### src/rtl/lc3_cpu.sv
// Multicycle LC-3 core: FETCH/DECODE/EXEC plus up to two memory accesses per
// instruction over one shared request/ready port with registered request outputs.
module lc3_cpu #(
    parameter logic [15:0] RESET_PC  = 16'h3000,
    parameter logic [7:0]  HALT_VECT = 8'h25
) (
    input  logic        clk,
    input  logic        rst_n,
    output logic [15:0] mem_addr,
    output logic        mem_re,
    output logic        mem_we,
    output logic [15:0] mem_wdata,
    input  logic [15:0] mem_rdata,
    input  logic        mem_ready,
    output logic [15:0] pc,
    output logic        halted
);
    typedef enum logic [2:0] {FETCH, DECODE, EXEC, MEM_ADDR, MEM_DATA, HALT} state_t;

    localparam logic [3:0] OP_BR   = 4'b0000;
    localparam logic [3:0] OP_ADD  = 4'b0001;
    localparam logic [3:0] OP_LD   = 4'b0010;
    localparam logic [3:0] OP_ST   = 4'b0011;
    localparam logic [3:0] OP_JSR  = 4'b0100;
    localparam logic [3:0] OP_AND  = 4'b0101;
    localparam logic [3:0] OP_LDR  = 4'b0110;
    localparam logic [3:0] OP_STR  = 4'b0111;
    localparam logic [3:0] OP_RTI  = 4'b1000;
    localparam logic [3:0] OP_NOT  = 4'b1001;
    localparam logic [3:0] OP_LDI  = 4'b1010;
    localparam logic [3:0] OP_STI  = 4'b1011;
    localparam logic [3:0] OP_JMP  = 4'b1100;
    localparam logic [3:0] OP_RES  = 4'b1101;
    localparam logic [3:0] OP_LEA  = 4'b1110;
    localparam logic [3:0] OP_TRAP = 4'b1111;

    state_t      state, next_state;
    logic [15:0] ir, ea, op_a, op_b;
    logic [15:0] regs [8];
    logic [2:0]  nzp;

    logic [3:0]  opcode;
    logic [2:0]  dr, sr1;
    logic [15:0] sext5, sext6, sext9, sext11;
    logic [15:0] ea_calc, alu_out, want_addr, want_wdata;
    logic        done, halt_trap, illegal, mem_op;
    logic        want_re, want_we;
    logic        rf_we, cc_we, pc_we, ptr_we;
    logic [2:0]  rf_addr;
    logic [15:0] rf_data, pc_data;

    assign opcode     = ir[15:12];
    assign dr         = ir[11:9];
    assign sr1        = ir[8:6];
    assign sext5      = {{11{ir[4]}}, ir[4:0]};
    assign sext6      = {{10{ir[5]}}, ir[5:0]};
    assign sext9      = {{7{ir[8]}}, ir[8:0]};
    assign sext11     = {{5{ir[10]}}, ir[10:0]};
    assign done       = (mem_re | mem_we) & mem_ready;
    assign halt_trap  = (opcode == OP_TRAP) && (ir[7:0] == HALT_VECT);
    assign illegal    = (opcode == OP_RTI) || (opcode == OP_RES);
    assign want_wdata = regs[dr];
    assign halted     = (state == HALT);

    function automatic logic [2:0] cc_of(input logic [15:0] v);
        if (v[15])           return 3'b100;
        else if (v == 16'h0) return 3'b010;
        else                 return 3'b001;
    endfunction

    always_comb begin
        case (opcode)
            OP_LD, OP_ST, OP_LDR, OP_STR, OP_LDI, OP_STI: mem_op = 1'b1;
            OP_TRAP: mem_op = !halt_trap;
            default: mem_op = 1'b0;
        endcase
    end

    // PC here is already incremented, so PC-relative targets come out right.
    always_comb begin
        case (opcode)
            OP_LDR, OP_STR: ea_calc = regs[sr1] + sext6;
            OP_TRAP:        ea_calc = {8'h00, ir[7:0]};
            OP_JMP:         ea_calc = regs[sr1];
            OP_JSR:         ea_calc = ir[11] ? (pc + sext11) : regs[sr1];
            default:        ea_calc = pc + sext9;
        endcase
    end

    always_comb begin
        case (opcode)
            OP_ADD:  alu_out = op_a + op_b;
            OP_AND:  alu_out = op_a & op_b;
            default: alu_out = ~op_a;
        endcase
    end

    always_ff @(posedge clk or negedge rst_n) begin
        if (!rst_n) state <= FETCH;
        else        state <= next_state;
    end

    always_comb begin
        next_state = state;
        want_re    = 1'b0;
        want_we    = 1'b0;
        want_addr  = pc;
        rf_we      = 1'b0;
        rf_addr    = dr;
        rf_data    = alu_out;
        cc_we      = 1'b0;
        pc_we      = 1'b0;
        pc_data    = ea;
        ptr_we     = 1'b0;
        case (state)
            FETCH: begin
                want_re = 1'b1;
                if (done) next_state = DECODE;
            end
            DECODE: begin
                if (illegal || halt_trap) next_state = HALT;
                else if (mem_op)          next_state = MEM_ADDR;
                else                      next_state = EXEC;
            end
            EXEC: begin
                next_state = FETCH;
                case (opcode)
                    OP_ADD, OP_AND, OP_NOT: begin
                        rf_we = 1'b1;
                        cc_we = 1'b1;
                    end
                    OP_LEA: begin
                        rf_we   = 1'b1;
                        cc_we   = 1'b1;
                        rf_data = ea;
                    end
                    OP_BR:  pc_we = |(dr & nzp);
                    OP_JMP: pc_we = 1'b1;
                    // ea was latched in DECODE, so JSRR R7 jumps through the old R7.
                    OP_JSR: begin
                        pc_we   = 1'b1;
                        rf_we   = 1'b1;
                        rf_addr = 3'd7;
                        rf_data = pc;
                    end
                    default: ;
                endcase
            end
            MEM_ADDR: begin
                want_addr = ea;
                want_we   = (opcode == OP_ST) || (opcode == OP_STR);
                want_re   = !want_we;
                if (done) begin
                    next_state = FETCH;
                    case (opcode)
                        OP_LDI, OP_STI: begin
                            next_state = MEM_DATA;
                            ptr_we     = 1'b1;
                        end
                        OP_LD, OP_LDR: begin
                            rf_we   = 1'b1;
                            cc_we   = 1'b1;
                            rf_data = mem_rdata;
                        end
                        OP_TRAP: begin
                            rf_we   = 1'b1;
                            rf_addr = 3'd7;
                            rf_data = pc;
                            pc_we   = 1'b1;
                            pc_data = mem_rdata;
                        end
                        default: ;
                    endcase
                end
            end
            MEM_DATA: begin
                want_addr = ea;
                want_we   = (opcode == OP_STI);
                want_re   = !want_we;
                if (done) begin
                    next_state = FETCH;
                    if (opcode == OP_LDI) begin
                        rf_we   = 1'b1;
                        cc_we   = 1'b1;
                        rf_data = mem_rdata;
                    end
                end
            end
            HALT: ;
            default: next_state = FETCH;
        endcase
    end

    // A request is launched one cycle into an access state and then held
    // unchanged until the ready edge retires it.
    always_ff @(posedge clk or negedge rst_n) begin
        if (!rst_n) begin
            mem_re    <= 1'b0;
            mem_we    <= 1'b0;
            mem_addr  <= 16'h0000;
            mem_wdata <= 16'h0000;
        end else if (done) begin
            mem_re <= 1'b0;
            mem_we <= 1'b0;
        end else if (!mem_re && !mem_we && (want_re || want_we)) begin
            mem_re    <= want_re;
            mem_we    <= want_we;
            mem_addr  <= want_addr;
            mem_wdata <= want_wdata;
        end
    end

    always_ff @(posedge clk or negedge rst_n) begin
        if (!rst_n) begin
            pc   <= RESET_PC;
            ir   <= 16'h0000;
            nzp  <= 3'b010;
            ea   <= 16'h0000;
            op_a <= 16'h0000;
            op_b <= 16'h0000;
            regs <= '{default: 16'h0000};
        end else begin
            if (state == FETCH && done) begin
                ir <= mem_rdata;
                pc <= pc + 16'd1;
            end
            if (state == DECODE) begin
                ea   <= ea_calc;
                op_a <= regs[sr1];
                op_b <= ir[5] ? sext5 : regs[ir[2:0]];
            end
            if (ptr_we) ea <= mem_rdata;
            if (rf_we)  regs[rf_addr] <= rf_data;
            if (cc_we)  nzp <= cc_of(rf_data);
            if (pc_we)  pc <= pc_data;
        end
    end
endmodule

### config.mk
export PLATFORM = sky130hd
export DESIGN_NAME = lc3_cpu
export DESIGN_NICKNAME = d
export VERILOG_FILES = /design/src/rtl/lc3_cpu.sv
export SDC_FILE = /design/constraint.sdc
export NUM_CORES = 1
export LEC_CHECK = 0
export BUFFER_PORTS_ARGS = -buffer_cell sky130_fd_sc_hd__buf_4
export CORE_MARGIN = 2
export CORE_UTILIZATION = 49
export CTS_BUF_LIST = sky130_fd_sc_hd__clkbuf_4
export CTS_CLUSTER_DIAMETER = 120
export DETAILED_ROUTE_END_ITERATION = 6
export HOLD_SLACK_MARGIN = 0.06
export PLACE_DENSITY_LB_ADDON = 0.12
export SETUP_SLACK_MARGIN = 0.02
export SLEW_MARGIN = 10
export SYNTH_ARGS = -nofsm -noshare
export SYNTH_HDL_FRONTEND = slang
export SYNTH_SLANG_ARGS = --single-unit
### constraint.sdc
create_clock -name clk -period 5.6 [get_ports clk]
set_clock_uncertainty 0.1 [all_clocks]
set_input_delay 0.28 -clock clk [delete_from_list [all_inputs] [get_ports clk]]
set_output_delay 0.28 -clock clk [all_outputs]
set_load 0.1 [all_outputs]
==> run summary, run 1 <==
The flow ran to the end, and the final reports show no timing, DRC or antenna violations. With fillers left out, the area of the finished cells amounts to 18780 sq um. Before CTS, the worst setup slack after placement is 1267 ps. After detailed routing, the number of vias per cell comes to 6.405. The tools report the kind of start point of the critical path as a flip-flop. The critical path contains buffers and inverters numbering 2 combined. The final layout contains routed wiring with a total length of 56440 um.

The tools report the number of placed instances with taps included as 2121. The sequential element share of the synthesized area was 0.3704. The proportion of synthesized flip-flops having asynchronous set or reset came out at 1.000. Port buffering added 69 buffers.

For the number of antenna violations at the first check in global routing, the log shows 1. The critical path goes through buf_4, mux4_2, mux2i_1, inv_1, ha_1, a21o_1, a21o_1, a2111oi_0, nor3_1, nor3_1, o31ai_1, xnor2_1, o21ai_0, a21o_1. The floorplan row count was 67; the via count of the first global-routing pass was 14230. Data on the critical path is required at its endpoint by 6130 ps.

The logs give 0.3205 for the overall track demand over capacity in global routing and 1211 ps for the final critical-path setup slack. For this run, the top clock speed supported by timing is 0.2278 GHz. The total power was 12.89 mW; the post-detailed-placement half-perimeter wirelength was 39400 um.

Number of filler cells placed in the layout: 3043. In this run the static leakage power is 8.499 nW. The number of endpoints with negative hold slack in the final report was 0; the DRC violation count after routing was 0. The count of nets left with antenna violations once routing finished came out at 0. In the final design database the tool counted 1842 nets.

The initial cell density of the core is 0.4987, and the number of warning messages in the yosys log is 0. A synthesized cell averages 9.955 sq um. In this run the critical register-to-register path is captured at ea[13]. The power density over cell area is 686.7 nW/um^2, and the number of vias in the routed layout is 14530. In the post-synthesis netlist, the biggest area contributors are dfrtp_1 37%, mux4_2 13%, mux2_2 5.3%, nand2_1 5.1%, o21ai_0 4.5%.

The reg-to-reg critical path startpoint was ir[7]. Number of buffers created by CTS: 74. Worst relative slew slack: 0.2019.

For this run, the leading register cell type out of synthesis is dfrtp_1. The tools report the worst supply voltage drop on vdd as 0.0003928 V. Adding up every negative setup slack in the final design gives 0 ps. The path type of the worst setup path was reg2reg. The die outline width is 189.0 um, and the global route total overflow is 0. The worst register-to-register path has a depth of 14. The worst setup path is captured at a flip-flop. The logs give 0 for the final number of max-transition violations and 17690 sq um for the cell area after placement. The tools report the detailed-routing iteration count for the pre-antenna-repair pass as 6. In this run the post-CTS setup repair buffer count came out at 0. The internal reg-to-reg setup slack came out at 1210 ps. Cell class contributing the biggest share of worst-path delay: compound AO/OA/AOI/OAI gates. The run gives 35710 sq um as the full die area.

For the area used by multi-input combinational logic, the log shows 9986 sq um. At the pin with the least slew margin, the transition time is 1197 ps. Counting distinct cell types in the post-synthesis netlist gives 86. The register bit count reported by yosys was 248; the number of enable-type register cells in the synthesized netlist was 0. The fraction of final layout cells sized beyond drive strength 1 works out to 0.2341.

In this run the worst hold path is classified as in2async. Data arrives at the worst endpoint at 4910 ps. The tool flagged a number of max-cap violations equal to 0. Compared with the post-synthesis result, the final layout area differs by 12.00%. Setup repair after global routing left no endpoint under its margin.

The final weighted congestion in routability-driven placement was 0.9585; the number of placed I/O pins was 70. Entering global routing, the biggest net connects 135 pins. The time the worst path needs with I/O delays and setup was 4389 ps; the total area of sequential cells was 6215 sq um. Measured along the y axis, the die boundary spans 189.0 um. The final period utilization is 0.7838.

Of all nets on the critical path, the largest fanout is 15. In this run the standard cell core region covers 33620 sq um. Critical-path cell with the highest stage delay: a2111oi_0.

Counting every instance in the synthesized netlist gives 1684. Root buffer selected by CTS: clkbuf_4. The library cell with the largest summed area after synthesis was dfrtp_1. The run gives 248 as the number of sinks driven by the clock tree. The detailed router finished its first iteration with 1355 violations. In this design, the stage delay of the slowest critical-path cell is 680 ps.

In this run the cell area of the synthesized design comes to 16760 sq um. At the later pin of the worst-skew pair, clock insertion delay measures 800 ps. TritonCTS built the clock tree.

The synthesized netlist net count came out at 1759. The share of the synthesized area in the top cell type was 0.3657; the clock-pin slew on the worst setup and hold paths was 60 ps. In this run the deepest clock path goes through 3 buffers.

For the maximum level of the CTS H-tree, the log shows 3. The filler-free cell count of the finished design was 2269; the wire length of the first global-routing pass was 86670 um. Cell seen most often among critical-path stages: a21o_1. Setup violations remaining at the end of the flow were counted as 0. The detailed-route wire length per cell works out to 24.88 um.
==> sequential cells by signal, summed over array words and instances (netlist names) <==
signal and count:
regs 128, ea 16, ir 16, mem_addr 16, mem_wdata 16, op_a 16, op_b 16, pc 16
nzp 3, state 3, mem_re 1, mem_we 1
==> Yosys cell counts (all sizes together), types with 5 or more instances <==
cell type / instances
a21o: 16
and4: 5
or3: 10
nand4: 11
o211ai: 12
a221o: 14
a211oi: 5
a21oi: 133
nor3: 26
a222oi: 5
buf: 35
mux4: 96
xor2: 22
xnor2: 29
dfrtp: 245
or2: 5
and3: 15
mux2: 79
nand3b: 7
inv: 31
o31ai: 6
nand3: 25
clkbuf: 82
nor3b: 10
a221oi: 15
nor2b: 9
a31oi: 10
o21ai: 153
o21a: 12
and2: 14
nand2: 229
nand2b: 17
a22oi: 21
o211a: 7
nor2: 102
ha: 53
mux2i: 51
==> cell usage in the layout, fill, tap and decap left out, types with 16 or more instances in the layout <==
cell type / netlist / layout
mux4_2: 96 / 96
mux2_2: 79 / 79
buf_4: 0 / 104
nor3_1: 25 / 23
nand2b_1: 17 / 17
a22oi_1: 21 / 21
dfrtp_1: 245 / 241
o21ai_0: 152 / 152
nand2_1: 229 / 228
nand3_1: 24 / 24
a21o_1: 16 / 16
ha_1: 53 / 53
xnor2_1: 29 / 29
xor2_1: 22 / 22
clkinv_1: 0 / 21
mux2i_1: 51 / 51
dlygate4sd3_1: 0 / 18
clkbuf_4: 0 / 100
nor2_1: 102 / 101
inv_1: 31 / 31
a21oi_1: 133 / 133
==> routing by layer <==
metal	global-route usage	vias to the layer above	part of all wire
met5	0	-	0
met1	0.4318	7203	0.41
met4	0.1391	0	0.040
li1	-	6482	-
met2	0.4965	702	0.46
met3	0.07525	147	0.090
==> kinds of logic after synthesis <==
| kind of cell | after synthesis | share of synthesized area |
|---|---|---|
| AND/OR/NAND/NOR | 502 | 0.1405 |
| AO/OA/AOI/OAI | 453 | 0.1704 |
| flip-flops | 248 | 0.3704 |
| multiplexers | 226 | 0.2125 |
| buffers and inverters | 148 | 0.03642 |
| adder cells (fa/ha/maj) | 56 | 0.04314 |
| XOR/XNOR | 51 | 0.02664 |
==> report_power, final <==
group	switching (mW)	internal, mW	total (mW)
combinational	4.67	2.91	7.57
clock	0.837	0.877	1.71
sequential	1.11	2.50	3.61
==> worst max path at each step <==
stage,startpoint,to,slack (ps),depth (start not counted)
floorplan,ir[6],ea[14],970,16
global placement,ir[6],ea[11],1350,11
detailed placement,ir[7],ea[11],1270,14
CTS,ir[7],ea[13],1260,14
global route,ir[7],ea[11],840,14
finish,ir[7],ea[13],1210,14
==> what timing repair did <==
item	in CTS	in global routing
resized for setup	0	0
hold endpoints to repair	173	0
hold buffers	18	0
==> through the flow <==
| stage | hold WS, ps | util |
|---|---|---|
| 2_1_floorplan | -115.6 | - |
| 3_3_place_gp | 287.5 | 0.5263 |
| 3_5_place_dp | 282.9 | 0.5263 |
| 4_1_cts | 90.86 | 0.5585 |
| 5_1_grt | 129.2 | 0.5586 |
| 6_report | 44.53 | 0.5586 |
==> cell type report <==
type / instances / share of cell area
multi-input cells: 1288 / 0.5318
clock inverters: 29 / 0.007996
diodes: 1 / 0.0001333
clock buffers: 100 / 0.03998
repair buffers: 124 / 0.05304
well taps: 448 / 0.02985
inverters: 31 / 0.006197
flip-flops and latches: 248 / 0.3310
(Power assumes the default switching activity.)
==> run 2, diff against run 1 <==
- clock period: 5.6 -> 4.04 ns (I/O delays scaled with it)
==> run summary, run 2 (synthesis results as in run 1) <==
The tools report the routed length on met1 as 23740 um (+1.6%). Die height: 189.0 um (unchanged). TritonCTS built the clock tree. The die outline width is 189.0 um (unchanged). The run gives 0.5715 (+0.01292) as the utilization after layout. The highest metal layer carrying signal wires in the routed design is met4. The run gives 0 (unchanged) as the max-capacitance violation count.

The detailed-routing iteration count for the pre-antenna-repair pass came out at 6 (unchanged). The met3 wirelength from detailed routing came out at 4912 um (-3.8%). Class of the worst hold path: in2reg.

For the total negative setup slack, the log shows 0 ps (unchanged). The slew of the pin with the lowest slew margin is 1001 ps (-195.9 ps). The clock-pin slew on the worst setup and hold paths came out at 70 ps (about the same). The post-detailed-placement half-perimeter wirelength came out at 40630 um (+3.1%). The worst supply voltage drop on vdd was 0.0006176 V (+57%); the amount of wire on met2 after detailed routing was 25640 um (-0.35%). The buffer depth of the longest clock path was 3 (unchanged); the detailed-route vias per instance was 6.448 (+0.67%). The fraction of final layout cells sized beyond drive strength 1 was 0.2562 (+0.02212). The path type of the worst setup path is reg2reg.

The tools report the worst relative slew slack as 0.3304 (+0.1286). The final weighted congestion in routability-driven placement was 0.9931 (+3.6%). Count of input and output buffers: 69 (unchanged). Setup repair after global routing could not meet its margin everywhere. The tools report the area used by multi-input combinational logic as 10030 sq um (+0.44%). The clock insertion delay at the later pin of the skew report is 770 ps (-30 ps), and the number of antenna violations at the first check in global routing is 1 (unchanged). The logs give 0 (unchanged) for the global route total overflow and 248 (unchanged) for the number of sinks driven by the clock tree.

Number of DRC violations after detailed-routing iteration 0: 1513 (+12%). The layout-stage area growth over the synthesis result is 14.59%, and the number of endpoints with negative hold slack in the final report is 0 (unchanged). The floorplan row count came out at 67 (unchanged). More flip-flops sit in one register than any other, and that register is regs. Critical-path cell with the highest stage delay: mux4_2. The root buffer selected by CTS was clkbuf_4. The wire length of the first global-routing pass came out at 87220 um (+0.63%). The worst endpoint required time is 4550 ps (-1580 ps), and the final net count is 1889 (+2.6%). The final period utilization is 0.9433 (+0.1595), and the top fanout value on the critical path is 7 (-8). The number of vias in the routed layout is 14880 (+2.4%). Leaving out fill and tap cells, the most frequent cell in the layout is dfrtp_1.

STA classifies the critical path startpoint as a flip-flop. Traced cell by cell, the critical path runs through mux4_2, mux2_2, ha_1, fa_1, a21o_1, a21oi_1, o21ai_0, o211a_1, a41o_1, o41ai_4, xnor2_1, a221oi_2, a21oi_1. The tools report the full die area as 35710 sq um (unchanged).

The cell leakage power is 8.769 nW (+3.2%). The tools report the critical path capture point type as a flip-flop. The DRC violation count after routing was 0 (unchanged). The run finished with clean final reports. The largest incremental delay on the critical path was 510 ps (-170 ps); the total area of sequential cells was 6218 sq um (about the same). The power density over cell area is 956.1 nW/um^2 (+39%), and the number of nets still failing antenna checks after routing is 0 (unchanged). In this design, the critical path's most frequently occurring cell is a21oi_1.

The area of the core region was 33620 sq um (unchanged). The number of placed I/O pins came out at 70 (unchanged). For the initial cell density of the core, the log shows 0.4987 (unchanged). The overall track demand over capacity in global routing was 0.3236 (+0.003137). The via count of the first global-routing pass was 14410 (+1.3%). The run gives 2999 (-1.4%) as the number of filler cells placed in the layout. The tools report the final routed wirelength across all metal layers as 57330 um (+1.6%). The arrival time at the worst endpoint is 4330 ps (-580 ps), and the fmax is 0.2624 GHz (+15%). Leaving out fill and tap cells, the most frequent cells in the layout are 240 x dfrtp_1, 228 x nand2_1, 152 x o21ai_0, 151 x buf_4, 133 x a21oi_1.

The largest net degree at the start of global routing is 87 (-36%). Maximum level of the CTS H-tree: 3 (unchanged). The run gives 0 (unchanged) as the total of endpoints with negative setup slack in the final report. The time the worst path needs with I/O delays and setup is 3811 ps (-578.2 ps), and the final number of max-transition violations is 0 (unchanged). The number of flip-flops in the largest register is 128 (unchanged), and the number of buffers created by CTS is 70 (-5.4%). Detailed-route wire length per cell: 24.85 um (about the same).
[run 2: cell types whose count changed in the layout (fill, tap and decap cells not counted), sizes merged]
cell / previous run / this run
dlygate4sd3: 18 / 19
clkinv: 24 / 16
clkbuf: 100 / 97
clkinvlp: 1 / 0
buf: 106 / 156
bufinv: 1 / 2
inv: 34 / 32
[run 2: critical path, delay by kind of cell (launching register included)]
kind	cells	cell delay (ps)
multiplexers	2	830
adder cells (fa/ha/maj)	2	630
XOR/XNOR	1	140
flip-flops	1	500
AO/OA/AOI/OAI	8	1470
[run 2: final timing paths]
path	start	to	slack, ps	depth (start not counted)
worst max-delay path	ir[6]	ea[12]	230	13
worst min-delay path	mem_rdata[0]	ir[0]	150	4
worst max register to register	ir[6]	ea[12]	230	13
worst min register to register	mem_addr[14]	mem_addr[14]	370	2
max in group asynchronous	rst_n	op_b[10]	2330	4
min in group asynchronous	rst_n	pc[11]	520	3
[run 2: layout make-up]
class                      instances  area share
antenna                            1   0.0001303
clock buffer                      97     0.03791
clock inverter                    19    0.007099
inverter                          31    0.006057
multi-input combinational       1288      0.5221
sequential                       248      0.3237
tap                              448     0.02918
timing repair buffer             175     0.07386
[run 2: power by group]
part           total [mW]  internal, mW  switching [mW]
clock network        2.34          1.23            1.11
logic                11.2          4.36            6.87
registers            4.80          3.47            1.33
[run 2: timing repair]
item                                   in CTS  in global routing
setup buffers                               0                  2
setup endpoints to repair                   0                  7
endpoints found under the hold margin     182                  0
resized for setup                           0                  6
hold buffers                               20                  0
[run 2: per-layer routing]
layer,vias up,global-route usage
met5,-,0
met4,0,0.1593
met3,187,0.06339
met2,777,0.4968
met1,7337,0.4408
li1,6575,-
[run 2: stage by stage]
step / instance area [sq um] / instances / hold WS, ps / total power, mW / setup slack, ps
6_report: 19210 / 2307 / 145.8 / 18.37 / 228.9
5_1_grt: 19210 / 2307 / 122.4 / 19.43 / 2.466
4_1_cts: 19150 / 2304 / 88.96 / 18.16 / 67.30
3_5_place_dp: 18080 / 2168 / 228.5 / 15.70 / 92.53
3_3_place_gp: 18080 / 2168 / 221.9 / 15.55 / 122.4
2_1_floorplan: 16790 / 1684 / -193.6 / 12.18 / 39.86
